`src/rtl/uart_pkg.sv`:
```
// Shared UART constants, state encoding and parity helper for the tx and rx paths.
package uart_pkg;

    localparam int SPEED_W = 13;
    localparam int DATA_W  = 8;

    localparam logic [SPEED_W-1:0] DEFAULT_SPEED = 13'h1869;

    typedef enum logic [2:0] {
        IDLE   = 3'd0,
        START  = 3'd1,
        DATA   = 3'd2,
        PARITY = 3'd3,
        STOP   = 3'd4
    } state_t;

    // Even parity: the parity bit makes the total count of ones even.
    function automatic logic even_parity(input logic [DATA_W-1:0] data);
        return ^data;
    endfunction

endpackage

```
`src/rtl/uart_tx_fifo.sv`:
```
// Synchronous DEPTH x DATA_W FIFO feeding the UART transmitter.
// A push while full is dropped even when a pop happens in the same cycle.
module uart_tx_fifo
    import uart_pkg::*;
#(
    parameter int DEPTH = 4
) (
    input  logic                     clk,
    input  logic                     reset,
    input  logic                     push,
    input  logic [DATA_W-1:0]        push_data,
    input  logic                     pop,
    output logic [DATA_W-1:0]        head,
    output logic                     full,
    output logic                     empty,
    output logic [$clog2(DEPTH):0]   count
);

    localparam int PTR_W = $clog2(DEPTH);
    localparam logic [PTR_W:0] FULL_CNT = (PTR_W+1)'(DEPTH);

    logic [DATA_W-1:0] mem_r [DEPTH];
    logic [PTR_W-1:0]  wr_ptr_r;
    logic [PTR_W-1:0]  rd_ptr_r;
    logic [PTR_W:0]    count_r;
    logic              push_ok_s;
    logic              pop_ok_s;

    assign full      = (count_r == FULL_CNT);
    assign empty     = (count_r == {(PTR_W+1){1'b0}});
    assign count     = count_r;
    assign head      = mem_r[rd_ptr_r];
    assign push_ok_s = push && !full;
    assign pop_ok_s  = pop && !empty;

    // Pointer and occupancy bookkeeping; power-of-two depth makes the wrap free.
    always_ff @(posedge clk) begin
        if (!reset) begin
            wr_ptr_r <= {PTR_W{1'b0}};
            rd_ptr_r <= {PTR_W{1'b0}};
            count_r  <= {(PTR_W+1){1'b0}};
        end else begin
            if (push_ok_s) begin
                wr_ptr_r <= wr_ptr_r + PTR_W'(1);
            end
            if (pop_ok_s) begin
                rd_ptr_r <= rd_ptr_r + PTR_W'(1);
            end
            case ({push_ok_s, pop_ok_s})
                2'b10:   count_r <= count_r + (PTR_W+1)'(1);
                2'b01:   count_r <= count_r - (PTR_W+1)'(1);
                default: count_r <= count_r;
            endcase
        end
    end

    // Storage array; contents need no reset because occupancy gates every read.
    always_ff @(posedge clk) begin
        if (push_ok_s) begin
            mem_r[wr_ptr_r] <= push_data;
        end
    end

endmodule

```
`src/rtl/uart_tx.sv`:
```
// 8N1 UART transmitter with a small TX FIFO and a load-strobed 13-bit bit-rate divisor.
// Optional even-parity bit between data and stop when UART_TX_PARITY_EN is defined.
module uart_tx
    import uart_pkg::*;
#(
    parameter int                  DEPTH         = 4,
    parameter logic [SPEED_W-1:0]  DEFAULT_SPEED = uart_pkg::DEFAULT_SPEED
) (
    input  logic                clk,
    input  logic                reset,
    input  logic [SPEED_W-1:0]  speed,
    input  logic                set_speed,
    input  logic [DATA_W-1:0]   data_in,
    input  logic                send,
    output logic                ready,
    output logic                tx,
    output logic                busy,
    output logic                tx_done
);

    state_t               state_r;
    state_t               state_next_s;
    logic [SPEED_W-1:0]   div_r;
    logic [SPEED_W-1:0]   div_next_s;
    logic [SPEED_W-1:0]   baud_r;
    logic [SPEED_W-1:0]   baud_next_s;
    logic [2:0]           bit_idx_r;
    logic [2:0]           bit_idx_next_s;
    logic [DATA_W-1:0]    shift_r;
    logic [DATA_W-1:0]    shift_next_s;
    logic                 tx_r;
    logic                 tx_s;
    logic                 tx_done_r;
    logic                 tx_done_s;
    logic                 pop_s;
    logic                 baud_done_s;
    logic [DATA_W-1:0]    fifo_head_s;
    logic                 fifo_full_s;
    logic                 fifo_empty_s;
    logic [$clog2(DEPTH):0] fifo_count_s;
`ifdef UART_TX_PARITY_EN
    logic                 parity_r;
    logic                 parity_next_s;
`endif

    uart_tx_fifo #(
        .DEPTH (DEPTH)
    ) u_fifo (
        .clk       (clk),
        .reset     (reset),
        .push      (send),
        .push_data (data_in),
        .pop       (pop_s),
        .head      (fifo_head_s),
        .full      (fifo_full_s),
        .empty     (fifo_empty_s),
        .count     (fifo_count_s)
    );

    assign ready       = !fifo_full_s;
    assign busy        = (state_r != IDLE) || (fifo_count_s != '0);
    assign tx          = tx_r;
    assign tx_done     = tx_done_r;
    assign baud_done_s = (baud_r == div_r);

    // Next-state, datapath-next and line value; the line is registered one cycle later.
    always_comb begin
        state_next_s   = state_r;
        div_next_s     = div_r;
        baud_next_s    = baud_r;
        bit_idx_next_s = bit_idx_r;
        shift_next_s   = shift_r;
        tx_s           = 1'b1;
        tx_done_s      = 1'b0;
        pop_s          = 1'b0;
`ifdef UART_TX_PARITY_EN
        parity_next_s  = parity_r;
`endif
        case (state_r)
            IDLE: begin
                tx_s = 1'b1;
                // Rate changes are only honoured between frames.
                if (set_speed) begin
                    div_next_s = speed;
                end else begin
                    div_next_s = div_r;
                end
                if (!fifo_empty_s) begin
                    pop_s          = 1'b1;
                    shift_next_s   = fifo_head_s;
                    baud_next_s    = {SPEED_W{1'b0}};
                    bit_idx_next_s = 3'd0;
`ifdef UART_TX_PARITY_EN
                    parity_next_s  = even_parity(fifo_head_s);
`endif
                    state_next_s   = START;
                end else begin
                    state_next_s   = IDLE;
                end
            end
            START: begin
                tx_s = 1'b0;
                if (baud_done_s) begin
                    baud_next_s    = {SPEED_W{1'b0}};
                    bit_idx_next_s = 3'd0;
                    state_next_s   = DATA;
                end else begin
                    baud_next_s    = baud_r + SPEED_W'(1);
                end
            end
            DATA: begin
                tx_s = shift_r[0];
                if (baud_done_s) begin
                    baud_next_s  = {SPEED_W{1'b0}};
                    shift_next_s = {1'b0, shift_r[DATA_W-1:1]};
                    if (bit_idx_r == 3'd7) begin
`ifdef UART_TX_PARITY_EN
                        state_next_s = PARITY;
`else
                        state_next_s = STOP;
`endif
                    end else begin
                        bit_idx_next_s = bit_idx_r + 3'd1;
                    end
                end else begin
                    baud_next_s = baud_r + SPEED_W'(1);
                end
            end
`ifdef UART_TX_PARITY_EN
            PARITY: begin
                tx_s = parity_r;
                if (baud_done_s) begin
                    baud_next_s  = {SPEED_W{1'b0}};
                    state_next_s = STOP;
                end else begin
                    baud_next_s  = baud_r + SPEED_W'(1);
                end
            end
`endif
            STOP: begin
                tx_s = 1'b1;
                if (baud_done_s) begin
                    baud_next_s  = {SPEED_W{1'b0}};
                    tx_done_s    = 1'b1;
                    state_next_s = IDLE;
                end else begin
                    baud_next_s  = baud_r + SPEED_W'(1);
                end
            end
            default: begin
                tx_s         = 1'b1;
                state_next_s = IDLE;
            end
        endcase
    end

    // FSM state register.
    always_ff @(posedge clk) begin
        if (!reset) begin
            state_r <= IDLE;
        end else begin
            state_r <= state_next_s;
        end
    end

    // Divisor, baud/bit counters, shift register and registered line outputs.
    always_ff @(posedge clk) begin
        if (!reset) begin
            div_r     <= DEFAULT_SPEED;
            baud_r    <= {SPEED_W{1'b0}};
            bit_idx_r <= 3'd0;
            shift_r   <= {DATA_W{1'b0}};
            tx_r      <= 1'b1;
            tx_done_r <= 1'b0;
`ifdef UART_TX_PARITY_EN
            parity_r  <= 1'b0;
`endif
        end else begin
            div_r     <= div_next_s;
            baud_r    <= baud_next_s;
            bit_idx_r <= bit_idx_next_s;
            shift_r   <= shift_next_s;
            tx_r      <= tx_s;
            tx_done_r <= tx_done_s;
`ifdef UART_TX_PARITY_EN
            parity_r  <= parity_next_s;
`endif
        end
    end

endmodule

```
`config.mk`:
```
export PLATFORM = sky130hd
export DESIGN_NAME = uart_tx
export DESIGN_NICKNAME = d
export VERILOG_FILES = /design/src/rtl/uart_pkg.sv /design/src/rtl/uart_tx_fifo.sv /design/src/rtl/uart_tx.sv
export SDC_FILE = /design/constraint.sdc
export NUM_CORES = 1
export LEC_CHECK = 0
export CAP_MARGIN = 15
export CORE_MARGIN = 3
export CORE_UTILIZATION = 58
export CTS_CLUSTER_SIZE = 16
export DETAILED_ROUTE_END_ITERATION = 10
export HOLD_SLACK_MARGIN = 0.05
export PLACE_DENSITY = 0.79
export SLEW_MARGIN = 20
export SYNTH_ARGS = -nofsm -noshare
export SYNTH_HDL_FRONTEND = slang
export SYNTH_SLANG_ARGS = --single-unit
```
`constraint.sdc`:
```
create_clock -name clk -period 2.6 [get_ports clk]
set_input_delay 0.52 -clock clk [delete_from_list [all_inputs] [get_ports clk]]
set_output_delay 0.52 -clock clk [all_outputs]
set_load 0.01 [all_outputs]
```
# Yosys cells after proc, flatten, opt, wreduce, memory -nomap -nowiden
# Memories as Yosys holds them, arrays and structs flattened. A register that Yosys moved wholly into a read port is not among the register bits.
# Cells that the tools add are included.
# totals
memories,1
register_bits,49
inputBits,25
elab_cells,76
mem_bits_rw,32
out_inout_bits,4
latchBits,0
mem_bits_ro,0
# op_classes
n_bitwise,0
add_sub_neg,6
div,0
n_lt_le_gt_ge,0
multipliers,0
shift,0
reduce_logical,20
eq_ne,14
n_mux,25
# memory_table
memory,depth,width,read_ports,rd_clocked_by_memory_dff,wr,line_no,source
u_fifo.mem_r,4,8,1,1,1,uart_tx_fifo.sv:22,logic [DATA_W-1:0] mem_r [DEPTH];
# op_table
op,n
13-bit two-way mux,2
13-bit one-hot mux with 2 select lines,1
3-bit two-way mux,7
8-bit two-way mux,2
8-bit one-hot mux with 2 select lines,1
"13-bit by 1-bit adder with 13-bit output, second input constant",1
13-bit == test,1
"2-bit inequality test, second input constant",6
3-bit one-hot mux with 4 select lines,1
"3-bit == test, second input constant",3
3-bit one-hot mux with 3 select lines,1
3-bit nonzero test,3
"3-bit by 1-bit adder with 3-bit output, second input constant",2
3-bit zero test,2
1-bit two-way mux,6
3-bit one-hot mux with 2 select lines,1
2-bit AND reduction,3
2-bit nonzero test,3
5-bit AND reduction,1
"2-bit by 1-bit adder with 2-bit output, second input constant",2
2-bit two-way mux,2
4-bit AND reduction,1
"3-bit by 1-bit == test with 1-bit output, second input constant",1
"3-bit by 2-bit == test with 1-bit output, second input constant",1
9 further kinds,11

# Depth between registers and ports, before layout
# depth
word_depth,6
mapped_depth,10
mapped_depth_nobuf,10

# Hierarchy
# A second synthesis with hierarchy kept.
# hier_totals
hier_cells,347
hier_area_um2,3891.2
# modules_own_cells
module,n_inst,cells_per_inst,seq_area_each_um2,area_each_um2
uart_tx,1,251,840.8,2247.2
uart_tx_fifo,1,96,1141.1,1644.1

# Least setup slack after synthesis
# OpenSTA, ideal clock, no wires.
# synth_path
path_type,reg-to-reg
from,register state_r[0]
to,"register u_fifo.count_r[2], in the netlist u_fifo.count[2]"
stages_incl_launch_ff,11
path_buffers,1
t_required_ps,2529
arrival_ps,2080
slack_ps,450
synth_period_minus_slack_ps,2150
setup_ps,71
path_cell_list,dfxtp_1 > buf_4 > nor3_2 > nand2b_1 > inv_2 > ha_1 > inv_1 > fa_1 > xor2_1 > or3_1 > a21oi_1
# synth_via
elab_chain_len,5
elab_cells_between_ends,7
classes_between,2 x eq/ne; 2 x mux; 3 x reduce/logical
# synth_rtl
element,line_no,source
"start, declared",uart_tx.sv:21,state_t state_r;
"start signal, assigned",uart_tx.sv:162,state_r <= state_next_s;
3-bit zero test (*),uart_tx.sv:79,case (state_r)
1-bit two-way mux (*),uart_tx.sv:79,
1-bit logical AND (*),uart_tx_fifo.sv:34,assign pop_ok_s = pop && !empty;
2-bit by 1-bit == test with 1-bit output or 2-bit == test (tied branches),uart_tx_fifo.sv:49,"case ({push_ok_s, pop_ok_s})"
3-bit one-hot mux with 2 select lines or 2-bit nonzero test (tied branches),n/a,
"end signal, assigned",uart_tx_fifo.sv:50,2'b10: count_r <= count_r + (PTR_W+1)'(1);
"end signal, assigned",uart_tx_fifo.sv:51,2'b01: count_r <= count_r - (PTR_W+1)'(1);
"end signal, assigned",uart_tx_fifo.sv:52,default: count_r <= count_r;
"end, declared",uart_tx_fifo.sv:25,logic [PTR_W:0] count_r;
# Every way passes the cells marked *; elsewhere a longest branch is shown, timed or not.
# A chain may end at the register's enable or synchronous reset.

# Final worst setup path
# layout_path
from,register state_r[2]
to,"register u_fifo.count_r[2], in the netlist u_fifo.count[2]"
# The elaborated chain is that of the path after synthesis.

==> impl_metrics.py <==
metrics = {
    "clocking": {
        "cts_hold_buf": 0,
        "postCtsSetupBuffers": 0,
        "clock-root-buffer": "clkbuf_8",
        "max-clock-path-buffers": 2,
        "cts_sinks": 83,
        "clkTransAtPathRegs_ps": 80,
        "clock_latency_ps": 350,
        "cts_tree": "done",
        "h-tree-depth": 3,
        "cts_buffers": 9,
        "cts-resized-gates": 0,
    },
    "cells_and_area": {
        "n_fill_cell": 442,
        "layout.cells.non_filler": 446,
        "diodes": 0,
        "final_cell_mix": "nand2_1 (52), dfxtp_1 (51), edfxtp_1 (32)",
        "final_nets": 400,
        "drive_above_1_share_pct": 12.4,
        "final_core_util_pct": 69.6,
        "final_common_cell": "nand2_1",
        "syn2layout_area_growth_pct": 13.6,
    },
    "placement": {
        "place_ws_ps": 79.9,
        "post-dp-hpwl_um": 4960,
        "gp_congestion": 0.794,
        "dp.cells": 430,
        "portBuffers": 28,
    },
    "pwr": {
        "power_frac_clock_pct": 23.4,
        "ir_drop_uv": 527,
        "netSwitchingFraction_pct": 32.8,
        "p_int_uw": 2400,
        "pwr-share-comb_pct": 28.3,
        "p_leak_uw": 0.00155,
        "p_seq_share_pct": 48.3,
        "switchingPower_uw": 1170,
        "power.density_nw_per_um2": 846,
    },
    "routing": {
        "dr.pass1.iters": 4,
        "vias": 2503,
        "drt_wl_total_um": 6890,
        "wire_per_inst_um": 15.4,
        "drc_errors": 0,
        "drtAntennaViolNets": 0,
        "drtIter0Drc": 128,
        "avgViaCountPerCell": 5.61,
    },
    "synthesis": {
        "synth_top_cell_by_area": "dfxtp_1",
        "synth-seq-cells": 83,
        "synth_top_area_share_pct": 27.5,
        "synth_edf_count": 32,
        "ys_top_cells_by_area": "dfxtp_1 (27%), edfxtp_1 (26%), nand2_1 (5.3%)",
        "syn-num-nets": 372,
        "syn_inst": 338,
        "avgSynthCellArea_sq_um": 11.0,
        "yosys_most_used_dff": "dfxtp_1",
        "ys.warnings.count": 0,
        "synth_area_sq_um": 3720,
        "yosysUniqueCellTypes": 48,
        "seq_area_frac_synth_pct": 53.3,
        "ys_async_sr_fraction_pct": 0,
    },
    "sta": {
        "slew_headroom_pct": 52.7,
        "fmax_mhz": 428,
        "fin_setup_tns_ps": 0,
        "finalClockSkew_ps": 5.15,
        "fin_ws_ps": 264,
        "setup_viol": 0,
        "drv_slew": 0,
        "holdWs_ps": 467,
        "rsz0062_at_grt": "no",
        "min_period_ps": 2340,
        "min_period_over_period_pct": 89.8,
        "worst_pin_slew_ps": 709,
        "finalHoldViolations": 0,
    },
    "die": {
        "chipWidth_um": 86.0,
        "rows": 28,
        "start_util_pct": 61.3,
        "dieArea_sq_um": 7400,
        "io_pins": 29,
        "die_h_um": 86.0,
        "core_sq_um": 6060,
    },
    "global_routing": {
        "grt_pass1_vias": 2564,
        "grt_antenna_before_repair": 0,
        "grt_overflow": 0,
        "track_usage_pct": 20.9,
        "grt_max_degree": 39,
        "grt_pass1_wl_um": 12100,
    },
    "critical_path": {
        "rrSetupSlack_ps": 260,
        "worstPathArrival_ps": 2610,
        "rr_worst_depth": 9,
        "start_kind": "flop",
        "crit_slowest_cell": "dfxtp_1",
        "cpPeakStageDelay_ps": 400,
        "crit_chain": "nor3_2 > nand2b_1 > inv_2 > ha_1 > inv_1 > fa_1 > xor2_1 > or3_1 > a21oi_1",
        "crit_fanout": 7,
        "required_ps": 2880,
        "reg2reg_to": "u_fifo.count[2]$_SDFFE_PN0P_",
        "crit_type": "reg -> reg",
        "reg2reg_from": "state_r[2]$_SDFFE_PN0P_",
        "crit_path_end_kind": "flop",
    },
    "min_path": {
        "hold_depth": 2,
        "min_to": "shift_r[1]$_SDFFE_PN0P_",
        "worstHoldStart": "shift_r[1]$_SDFFE_PN0P_",
        "hold_path_class": "reg -> reg",
    },
    "job": {
        "maxCapViolations": 0,
    },
    "outcome": {
        "status": "finished, final reports clean",
    },
}
==> worst max path at each step <==
stage                       startpoint                           end  depth (start not counted)
5_1_grt        state_r[2]$_SDFFE_PN0P_  u_fifo.count[2]$_SDFFE_PN0P_                          9
4_1_cts        state_r[2]$_SDFFE_PN0P_  u_fifo.count[2]$_SDFFE_PN0P_                          9
6_report       state_r[2]$_SDFFE_PN0P_  u_fifo.count[2]$_SDFFE_PN0P_                          9
3_3_place_gp                      send  u_fifo.count[2]$_SDFFE_PN0P_                          9
3_5_place_dp                      send  u_fifo.count[2]$_SDFFE_PN0P_                          9
2_1_floorplan  state_r[0]$_SDFFE_PN0P_  u_fifo.count[2]$_SDFFE_PN0P_                         10
==> final cells by class <==
type                            count  area [sq um]  area share (%)
Multi-Input combinational cell    223          1590            37.7
Tap cell                           75          93.8            2.22
Clock buffer                        9           124            2.94
Inverter                           16          60.1            1.42
Timing Repair Buffer               33           318            7.53
Clock inverter                      7          52.6            1.25
Sequential cell                    83          1980            47.0
==> power groups by stage <==
stage	clock network, uW	registers (uW)	logic, uW
global route	909	1760	1130
finish	834	1720	1010
detailed placement	0	1760	1010
floorplan	0	1670	825
global placement	0	1750	980
CTS	851	1730	1020
==> sequential cells by signal, indices dropped and copies added, names as in the netlist, named ones only <==
name,flops
shift_r,8
u_fifo.count,3
bit_idx_r,3
u_fifo.mem_r,32
u_fifo.wr_ptr_r,2
div_r,13
u_fifo.rd_ptr_r,2
tx_done,1
tx,1
baud_r,13
state_r,3
==> cells in the mapped netlist, types with 7 or more instances <==
master and instances:
a21oi_1 13, clkbuf_1 7, dfxtp_1 51, edfxtp_1 32, ha_1 8, inv_1 14
mux2_2 7, mux2i_1 7, mux4_2 8, nand2_1 52, nand3_1 17, nor2_1 16
xnor2_1 8, xor2_1 17
==> stage by stage <==
step	power, uW	instance area [sq um]
after global routing	3800	4220
after global placement	2730	4040
after floorplan	2500	3720
after CTS	3590	4220
final	3570	4220
after detailed placement	2770	4040
==> cell families (layout without fill, tap and decap cells) <==
family	Yosys count	after routing	share of synthesized area, %
xor gates and xnor gates	25	25	5.89
buffers and inverters	32	65	3.87
DFF	83	83	53.3
AOI/OAI and AO/OA	41	41	8.18
and+or+nand+nor	126	126	16.6
adders and majority gates	9	9	3.23
muxes	22	22	8.86
==> routing by layer <==
metal	share of wire [%]	wire [um]	GRT usage [%]	up-vias
li1	-	-	-	1257
met1	46	3160	27.3	1202
met2	49	3380	33.9	35
met3	3.6	251	5.09	9
met4	1.4	97	7.63	0
met5	0	0	0	-
==> worst max-delay path, delay by kind of cell (launching register included) <==
| family | cells | cell delay (ps) |
|---|---|---|
| and+or+nand+nor | 3 | 780 |
| buffers and inverters | 2 | 220 |
| adders and majority gates | 2 | 570 |
| AOI/OAI and AO/OA | 1 | 140 |
| DFF | 1 | 400 |
| xor gates and xnor gates | 1 | 160 |
(Power assumes the default switching activity.)
